==> src/rtl/uart_rx_ovs_if.sv <==
// uart_rx_ovs_if: received-word handshake between the UART receiver and its consumer
interface uart_rx_ovs_if #(
    parameter int DATA_BITS = 8
);
    logic [DATA_BITS-1:0] rx_data;
    logic                 rx_valid;
    logic                 rx_ready;
    logic                 frame_err;
    logic                 parity_err;
    logic                 break_det;
    logic                 overrun_err;

    modport master (
        output rx_data, rx_valid, frame_err, parity_err, break_det, overrun_err,
        input  rx_ready
    );

    modport slave (
        input  rx_data, rx_valid, frame_err, parity_err, break_det, overrun_err,
        output rx_ready
    );
endinterface

==> src/rtl/uart_rx_ovs.sv <==
// uart_rx_ovs: oversampling UART receiver with programmable divisor, parity, 1/2 stop bits,
// error/break/overrun detection and a valid/ready word output
module uart_rx_ovs #(
    parameter int DATA_BITS  = 8,
    parameter int PARITY     = 0,
    parameter int STOP_BITS  = 1,
    parameter int OVERSAMPLE = 16,
    parameter int DIV_W      = 16
) (
    input  logic             clk,
    input  logic             reset_n,
    input  logic             rx_in,
    input  logic [DIV_W-1:0] baud_div,
    uart_rx_ovs_if.master    bus
);
    localparam int H  = OVERSAMPLE / 2;
    localparam int SW = $clog2(OVERSAMPLE);
    localparam int BW = (DATA_BITS > 1) ? $clog2(DATA_BITS) : 1;

    typedef enum logic [2:0] {S_IDLE, S_START, S_DATA, S_PARITY, S_STOP, S_BRK_WAIT} state_t;

    state_t               state;
    logic                 rx_s1, rxs;
    logic [DIV_W-1:0]     div_q, div_cnt;
    logic [SW-1:0]        s_cnt;
    logic [BW-1:0]        bit_idx;
    logic                 stop_idx;
    logic [1:0]           smp;
    logic [DATA_BITS-1:0] dsh;
    logic                 par_bit, fe_pend;
    logic                 tick, maj, dec, bit_end, fe_new, pe_new, brk_new;

    always_comb begin
        tick    = state != S_IDLE && div_cnt == div_q - DIV_W'(1);
        maj     = (smp[1] & smp[0]) | (smp[1] & rxs) | (smp[0] & rxs);
        dec     = tick && s_cnt == SW'(H + 1);
        bit_end = tick && s_cnt == SW'(OVERSAMPLE - 1);
        fe_new  = fe_pend | ~maj;
        pe_new  = (PARITY != 0) && (par_bit != ((PARITY == 2) ? ^dsh : ~^dsh));
        brk_new = dsh == '0 && (PARITY == 0 || !par_bit) && !maj;
    end

    always_ff @(posedge clk or negedge reset_n) begin
        if (!reset_n) begin
            state           <= S_IDLE;
            rx_s1           <= 1'b1;
            rxs             <= 1'b1;
            div_q           <= DIV_W'(1);
            div_cnt         <= '0;
            s_cnt           <= '0;
            bit_idx         <= '0;
            stop_idx        <= 1'b0;
            smp             <= '0;
            dsh             <= '0;
            par_bit         <= 1'b0;
            fe_pend         <= 1'b0;
            bus.rx_data     <= '0;
            bus.rx_valid    <= 1'b0;
            bus.frame_err   <= 1'b0;
            bus.parity_err  <= 1'b0;
            bus.break_det   <= 1'b0;
            bus.overrun_err <= 1'b0;
        end else begin
            rx_s1           <= rx_in;
            rxs             <= rx_s1;
            bus.break_det   <= 1'b0;
            bus.overrun_err <= 1'b0;
            if (bus.rx_valid && bus.rx_ready)
                bus.rx_valid <= 1'b0;
            div_cnt <= (state == S_IDLE || tick) ? '0 : div_cnt + DIV_W'(1);
            if (tick) begin
                s_cnt <= bit_end ? '0 : s_cnt + SW'(1);
                if (s_cnt == SW'(H - 1) || s_cnt == SW'(H))
                    smp <= {smp[0], rxs};
            end
            case (state)
                S_IDLE: begin
                    div_q <= (baud_div == '0) ? DIV_W'(1) : baud_div;
                    s_cnt <= '0;
                    if (!rxs) begin
                        state   <= S_START;
                        fe_pend <= 1'b0;
                    end
                end
                S_START: begin
                    if (dec && maj)
                        state <= S_IDLE;
                    else if (bit_end) begin
                        state   <= S_DATA;
                        bit_idx <= '0;
                    end
                end
                S_DATA: begin
                    if (dec)
                        dsh[bit_idx] <= maj;
                    if (bit_end) begin
                        bit_idx <= bit_idx + BW'(1);
                        if (bit_idx == BW'(DATA_BITS - 1)) begin
                            state    <= (PARITY != 0) ? S_PARITY : S_STOP;
                            stop_idx <= 1'b0;
                        end
                    end
                end
                S_PARITY: begin
                    if (dec)
                        par_bit <= maj;
                    if (bit_end)
                        state <= S_STOP;
                end
                S_STOP: begin
                    if (dec) begin
                        if (!maj)
                            fe_pend <= 1'b1;
                        // The final stop bit completes the frame at mid-bit so a following start edge is not missed
                        if (stop_idx == 1'(STOP_BITS - 1)) begin
                            state         <= brk_new ? S_BRK_WAIT : S_IDLE;
                            bus.break_det <= brk_new;
                            if (!bus.rx_valid || bus.rx_ready) begin
                                bus.rx_data    <= dsh;
                                bus.frame_err  <= fe_new;
                                bus.parity_err <= pe_new;
                                bus.rx_valid   <= 1'b1;
                            end else
                                bus.overrun_err <= 1'b1;
                        end
                    end else if (bit_end)
                        stop_idx <= 1'b1;
                end
                S_BRK_WAIT: begin
                    if (rxs)
                        state <= S_IDLE;
                end
                default: state <= S_IDLE;
            endcase
        end
    end
endmodule

==> src/flat_wrapper.sv <==
// flat-port wrapper written by rule: the top's interface ports become plain ports
module uart_rx_ovs_flat 
#(
    parameter int DATA_BITS  = 8,
    parameter int PARITY     = 0,
    parameter int STOP_BITS  = 1,
    parameter int OVERSAMPLE = 16,
    parameter int DIV_W      = 16
)
  (clk, reset_n, rx_in, baud_div, bus_rx_data, bus_rx_valid, bus_frame_err, bus_parity_err, bus_break_det, bus_overrun_err, bus_rx_ready);
  uart_rx_ovs_if #(.DATA_BITS(DATA_BITS)) bus_i ();
  input  logic clk;
  input  logic reset_n;
  input  logic rx_in;
  input  logic [DIV_W-1:0] baud_div;
  output wire logic [$bits(bus_i.rx_data)-1:0] bus_rx_data;
  output wire logic [$bits(bus_i.rx_valid)-1:0] bus_rx_valid;
  output wire logic [$bits(bus_i.frame_err)-1:0] bus_frame_err;
  output wire logic [$bits(bus_i.parity_err)-1:0] bus_parity_err;
  output wire logic [$bits(bus_i.break_det)-1:0] bus_break_det;
  output wire logic [$bits(bus_i.overrun_err)-1:0] bus_overrun_err;
  input wire logic [$bits(bus_i.rx_ready)-1:0] bus_rx_ready;
  assign bus_rx_data = bus_i.rx_data;
  assign bus_rx_valid = bus_i.rx_valid;
  assign bus_frame_err = bus_i.frame_err;
  assign bus_parity_err = bus_i.parity_err;
  assign bus_break_det = bus_i.break_det;
  assign bus_overrun_err = bus_i.overrun_err;
  assign bus_i.rx_ready = bus_rx_ready;
  uart_rx_ovs #(.DATA_BITS(DATA_BITS), .PARITY(PARITY), .STOP_BITS(STOP_BITS), .OVERSAMPLE(OVERSAMPLE), .DIV_W(DIV_W)) u_core (.clk(clk), .reset_n(reset_n), .rx_in(rx_in), .baud_div(baud_div), .bus(bus_i));
endmodule
==> config.mk <==
export PLATFORM = sky130hd
export DESIGN_NAME = uart_rx_ovs_flat
export DESIGN_NICKNAME = d
export VERILOG_FILES = /design/src/rtl/uart_rx_ovs_if.sv /design/src/rtl/uart_rx_ovs.sv /design/src/flat_wrapper.sv
export SDC_FILE = /design/constraint.sdc
export NUM_CORES = 1
export LEC_CHECK = 0
export ABC_AREA = 1
export CAP_MARGIN = 30
export CELL_PAD_IN_SITES_DETAIL_PLACEMENT = 1
export CELL_PAD_IN_SITES_GLOBAL_PLACEMENT = 2
export CORE_MARGIN = 1
export CORE_UTILIZATION = 34
export CTS_CLUSTER_DIAMETER = 60
export DETAILED_ROUTE_END_ITERATION = 6
export GPL_TIMING_DRIVEN = 0
export PLACE_DENSITY_LB_ADDON = 0.1
export SKIP_LAST_GASP = 1
export SLEW_MARGIN = 20
export SYNTH_ARGS = -nofsm -noshare
export SYNTH_HDL_FRONTEND = slang
export SYNTH_SLANG_ARGS = --single-unit
==> constraint.sdc <==
create_clock -name clk -period 2.56 [get_ports clk]
set_input_delay 0.768 -clock clk [delete_from_list [all_inputs] [get_ports clk]]
set_output_delay 0.768 -clock clk [all_outputs]
set_load 0.05 [all_outputs]
---- Yosys cells after proc, flatten, opt, wreduce, memory -nomap -nowiden ----
Cells that the tools add are included.
Widths: inputs -> output; s select.
operators by class
  $add $sub $neg .......................... 4
  $lt $le $gt $ge ......................... 2
  equality and inequality tests ........... 24
  multiplexer cells ....................... 44
  bitwise logic cells ..................... 8
  reduce and logical (&&, ||, !) cells .... 27
operators by type and width
  operator               number
  $mux 3                 13
  $mux 16                2
  $mux 1                 20
  $pmux 3 s6             1
  $add 16x1->16 const B  1
  $eq 16x16->1           1
  $logic_not 16->1       1
  $sub 16x1->16 const B  1
  $ne 2x1->1 const B     7
  $eq 4x4->1 const B     3
  $mux 4                 3
  $reduce_and 4->1       3
  $ne 2x2->1 const B     5
  $eq 3x3->1 const B     3
  $bwmux 8               1
  $logic_not 8->1        1
  $reduce_and 8->1       1
  $reduce_bool 2->1      4
  $logic_and 1x1->1      7
  $eq 3x2->1 const B     2
  $pmux 3 s2             1
  $reduce_and 5->1       1
  $add 4x1->4 const B    1
  $eq 4x3->1 const B     1
  other kinds (15)       25
word-level totals
  register bits ........................... 68
  input bits .............................. 20
  output and inout port bits .............. 13
  logic and storage cells ................. 125

---- Longest topological paths before layout ----
  depth after elaboration ................. 9
  gate-level depth with buffers ........... 19
  depth with buffers taken out ............ 19

---- Least setup slack after synthesis ----
No wires, ideal clock.
  kind .................................... register to register
  from .................................... register u_core.div_q[0]
  to ...................................... register u_core.bus.rx_data[6]
  setup time .............................. 0.120 ns
  data arrival time ....................... 2.193 ns
  required time ........................... 2.440 ns
  path slack .............................. 0.247 ns
  stages on the path, launching flop included .. 18
  path buffers ............................ 1
  clock period less this slack ............ 2.313 ns
  cell sequence ........................... dfstp_2 > inv_1 > ha_1 > nand2_1 > nand2_1 > nand2_1 > nand2_1 > inv_1 > nand2_1 > nor2_1 > nand4_1 > nor2_4 > nand2_2 > clkinv_2 > nand4_4 > buf_6 > nand2_1 > o21ai_2
on the way
  word-level cells in the longest chain between the ends .. 5
RTL lines
  what                        line                  text
  start, declared             uart_rx_ovs.sv:24     logic [DIV_W-1:0] div_q, div_cnt;
  start signal, assigned      uart_rx_ovs.sv:78     div_q <= (baud_div == '0) ? DIV_W'(1) : baud_div;
  $sub 16x1->16               uart_rx_ovs.sv:34     tick = state != S_IDLE && div_cnt == div_q - DIV_W'(1);
  $eq 16x16->1                uart_rx_ovs.sv:34
  $logic_and 1x1->1           uart_rx_ovs.sv:34
  $logic_and 1x1->1           uart_rx_ovs.sv:36     dec = tick && s_cnt == SW'(H + 1);
  $reduce_and 4->1 (no line)  -
  end signal, assigned        uart_rx_ovs.sv:119    bus.rx_data <= dsh;
  end, declared               uart_rx_ovs_if.sv:14  output rx_data, rx_valid, frame_err, parity_err, break_det, overrun_err,
Every way passes these cells.
A chain may end at the register's enable or synchronous reset.

---- Worst setup path in the final report ----
  from .................................... register u_core.div_q[1]
  to ...................................... register u_core.bus.rx_data[4]
Same word-level chain as after synthesis.

==> out/metrics.cfg <==
[status]
outcome = complete, but fails checks
violations = design-rule violations

[cells_and_area]
drive_gt1_frac = 0.183
fin_util = 0.462
regArea_mm2 = 0.00171
areaGrowthSynthToFinish_pct = 30.9
multiInputGateArea_mm2 = 0.00224
fillCellCount = 1392
layout_common_cells = nand2_1, inv_1, dfrtp_1
layout_commonest_cell = nand2_1
nets = 649
diodes = 0

[global_routing]
grt_use_total = 0.201
antenna_found_initial = 0
gr-total-overflow = 0
grt_max_degree = 42
grt_pass1_vias = 3908
grt_pass1_wl_um = 19500

[pwr]
peakVddDrop_mv = 0.399
seq_power_share = 0.394
power.density_mw_per_mm2 = 567
p_sw_uw = 787
total_power_uw = 3020
clockPowerShare = 0.480
intPower_uw = 2230
power_leakage_uw = 0.00239
p_sw_frac = 0.261
combinationalPowerShare = 0.126

[floorplan]
pin_count = 33
die_x_um = 111
dieArea_mm2 = 0.0124
rows = 39
die_y_um = 111
core_area_mm2 = 0.0115
initial_core_util = 0.353

[worst_setup_path]
cp-end-kind = flop
crit_buf_inv = 3
worstPathArrival_ps = 2720
worstPathMaxFanout = 7
crit_type = reg2reg
path_delay_family = simple AND/OR/NAND/NOR gates
cp_slowest_cell = dfrtp_1
worstPathRequired_ps = 2790
critical_path.cell_chain = inv_2 -> ha_4 -> nand2_4 -> nor2_2 -> nand3_1 -> nand3_1 -> nand3_2 -> nor2_2 -> nand2_2 -> nor2_4 -> nand2_4 -> inv_6 -> nand4_4 -> buf_6 -> nand2_1 -> o21ai_2
cpPeakStageDelay_ps = 410
cp-start-kind = flop

[drt]
route.vias.total = 3796
drtIter0Drc = 105
drt_wl_total_um = 12000
first_pass_iters = 6
drc = 2
avgViaCountPerCell = 4.93
wl_per_cell_um = 15.5
drtAntennaViolNets = 0

[clock_tree]
root_buffer = clkbuf_16
htreeDepth = 3
clk_latency_ps = 340
cts_tree = done
clockBufferDepth = 2
cts_made_buffers = 9
cts_hold_buf = 0
clk_pin_slew_ps = 60
cts_num_sinks = 68

[sta]
hold_violations = 0
finClkSkew_ps = 4.01
tightest_slew_ps = 739
relSlewSlack = 0.508
min_period_ps = 2490
rsz0062_at_grt = true
min_period_over_period = 0.972
finalMaxSlewViolations = 0
setup_viol = 0
max_freq_ghz = 0.402
whs_ps = 356

[yosys]
synth_cell_types = 42
synth-seq-cells = 68
syn_avg_cell_area_um2 = 7.30
synth_area_mm2 = 0.00406
ys_seq_area_frac = 0.420
synth_cells = 557
synth_fp_nets = 584
yosys_warnings = 0

[placement]
port_buffers = 31
dp_hpwl_um = 8690
gp_congestion = 0.822

[job]
max_cap_viol_count = 0

[hold_path]
hold_path.class = in2async

==> path summary, 6_finish.rpt <==
check	slack (ps)	start	end	depth (start not counted)
min reg2reg	360	u_core.rx_s1$_DFF_PN1_	u_core.rxs$_DFF_PN1_	0
min in group clk	360	u_core.rx_s1$_DFF_PN1_	u_core.rxs$_DFF_PN1_	0
max in group asynchronous	1640	reset_n	u_core.div_q[11]$_DFFE_PN0P_	2
max reg2reg	70	u_core.div_q[1]$_DFFE_PN0P_	u_core.bus.rx_data[4]$_DFFE_PN0P_	16
max	70	u_core.div_q[1]$_DFFE_PN0P_	u_core.bus.rx_data[4]$_DFFE_PN0P_	16
min	360	reset_n	u_core.smp[0]$_DFFE_PN0P_	1
==> area by class of cell <==
class                   instances  area share
plain buffers                   6     0.00776
inverters                      75      0.0543
multi-input cells             408       0.421
well taps                     143      0.0336
flip-flops and latches         68       0.322
repair buffers                 54      0.0979
clock buffers                  10      0.0430
clock inverters                 6      0.0212
==> metal layers <==
metal  routed length [um]  track usage
met4                  241       0.0450
met1                 5290        0.238
met2                 6070        0.369
met5                    0            0
met3                  359       0.0474
==> cell families after synthesis <==
group / Yosys count / synth area share
buffers and inverters: 81 / 0.0782
AND/OR/NAND/NOR: 325 / 0.357
other: 1 / 0.000923
XOR/XNOR: 12 / 0.0292
adder cells (fa/ha/maj): 7 / 0.0216
flip-flops: 68 / 0.420
AO/OA/AOI/OAI: 63 / 0.0936
==> per-stage QoR <==
step	cell area [um^2]	TNS (ps)	cells	setup slack (ps)
after CTS	5010	0	751	7.69
after detailed placement	4570	-4700	732	-213
final	5320	0	770	72.4
after floorplan	4060	0	557	247
after global routing	5320	-986	770	-92.1
after global placement	4550	-120310	731	-1770
==> power by group through the flow <==
stage | clock, uW | sequential [uW] | combinational [uW]
floorplan | 0 | 1180 | 212
global placement | 0 | 1200 | 316
detailed placement | 0 | 1200 | 326
CTS | 1490 | 1180 | 336
global route | 1510 | 1200 | 428
finish | 1450 | 1190 | 381
==> registers in the layout, indices dropped and copies added, names as in the netlist, 2 cells and up <==
register            cells
u_core.bus.rx_data      8
u_core.s_cnt            4
u_core.dsh              8
u_core.state            3
u_core.smp              2
u_core.bit_idx          3
u_core.div_cnt         16
u_core.div_q           16
==> Yosys cell counts (all sizes together) <==
library cell | instances | area [um^2]
conb | 1 | 3.75
xnor3 | 1 | 22.5
nor4 | 6 | 43.8
clkbuf | 3 | 11.3
or2 | 3 | 18.8
a21oi | 12 | 71.3
o31ai | 1 | 7.51
dfrtp | 65 | 1630
o22ai | 2 | 12.5
inv | 74 | 278
nand3b | 5 | 37.5
o211ai | 1 | 7.51
nand2 | 179 | 694
nor2 | 79 | 353
ha | 7 | 87.6
o2111ai | 1 | 8.76
nand4 | 12 | 90.1
buf | 3 | 23.8
nor3 | 10 | 50.1
a22oi | 1 | 7.51
o21a | 1 | 7.51
a31oi | 1 | 6.26
nor3b | 3 | 22.5
dfstp | 3 | 78.8
clkinv | 1 | 5.00
a21boi | 1 | 7.51
xor2 | 4 | 35.0
xnor2 | 7 | 61.3
o21ai | 42 | 244
nand3 | 28 | 140
==> what timing repair did <==
item / CTS / global route
buffers inserted: 2 / 18
gates resized for setup: 15 / 50
cloned: 1 / 0
setup endpoints to repair: 38 / 42
pin swaps: 2 / 28
(Power assumes the default switching activity.)
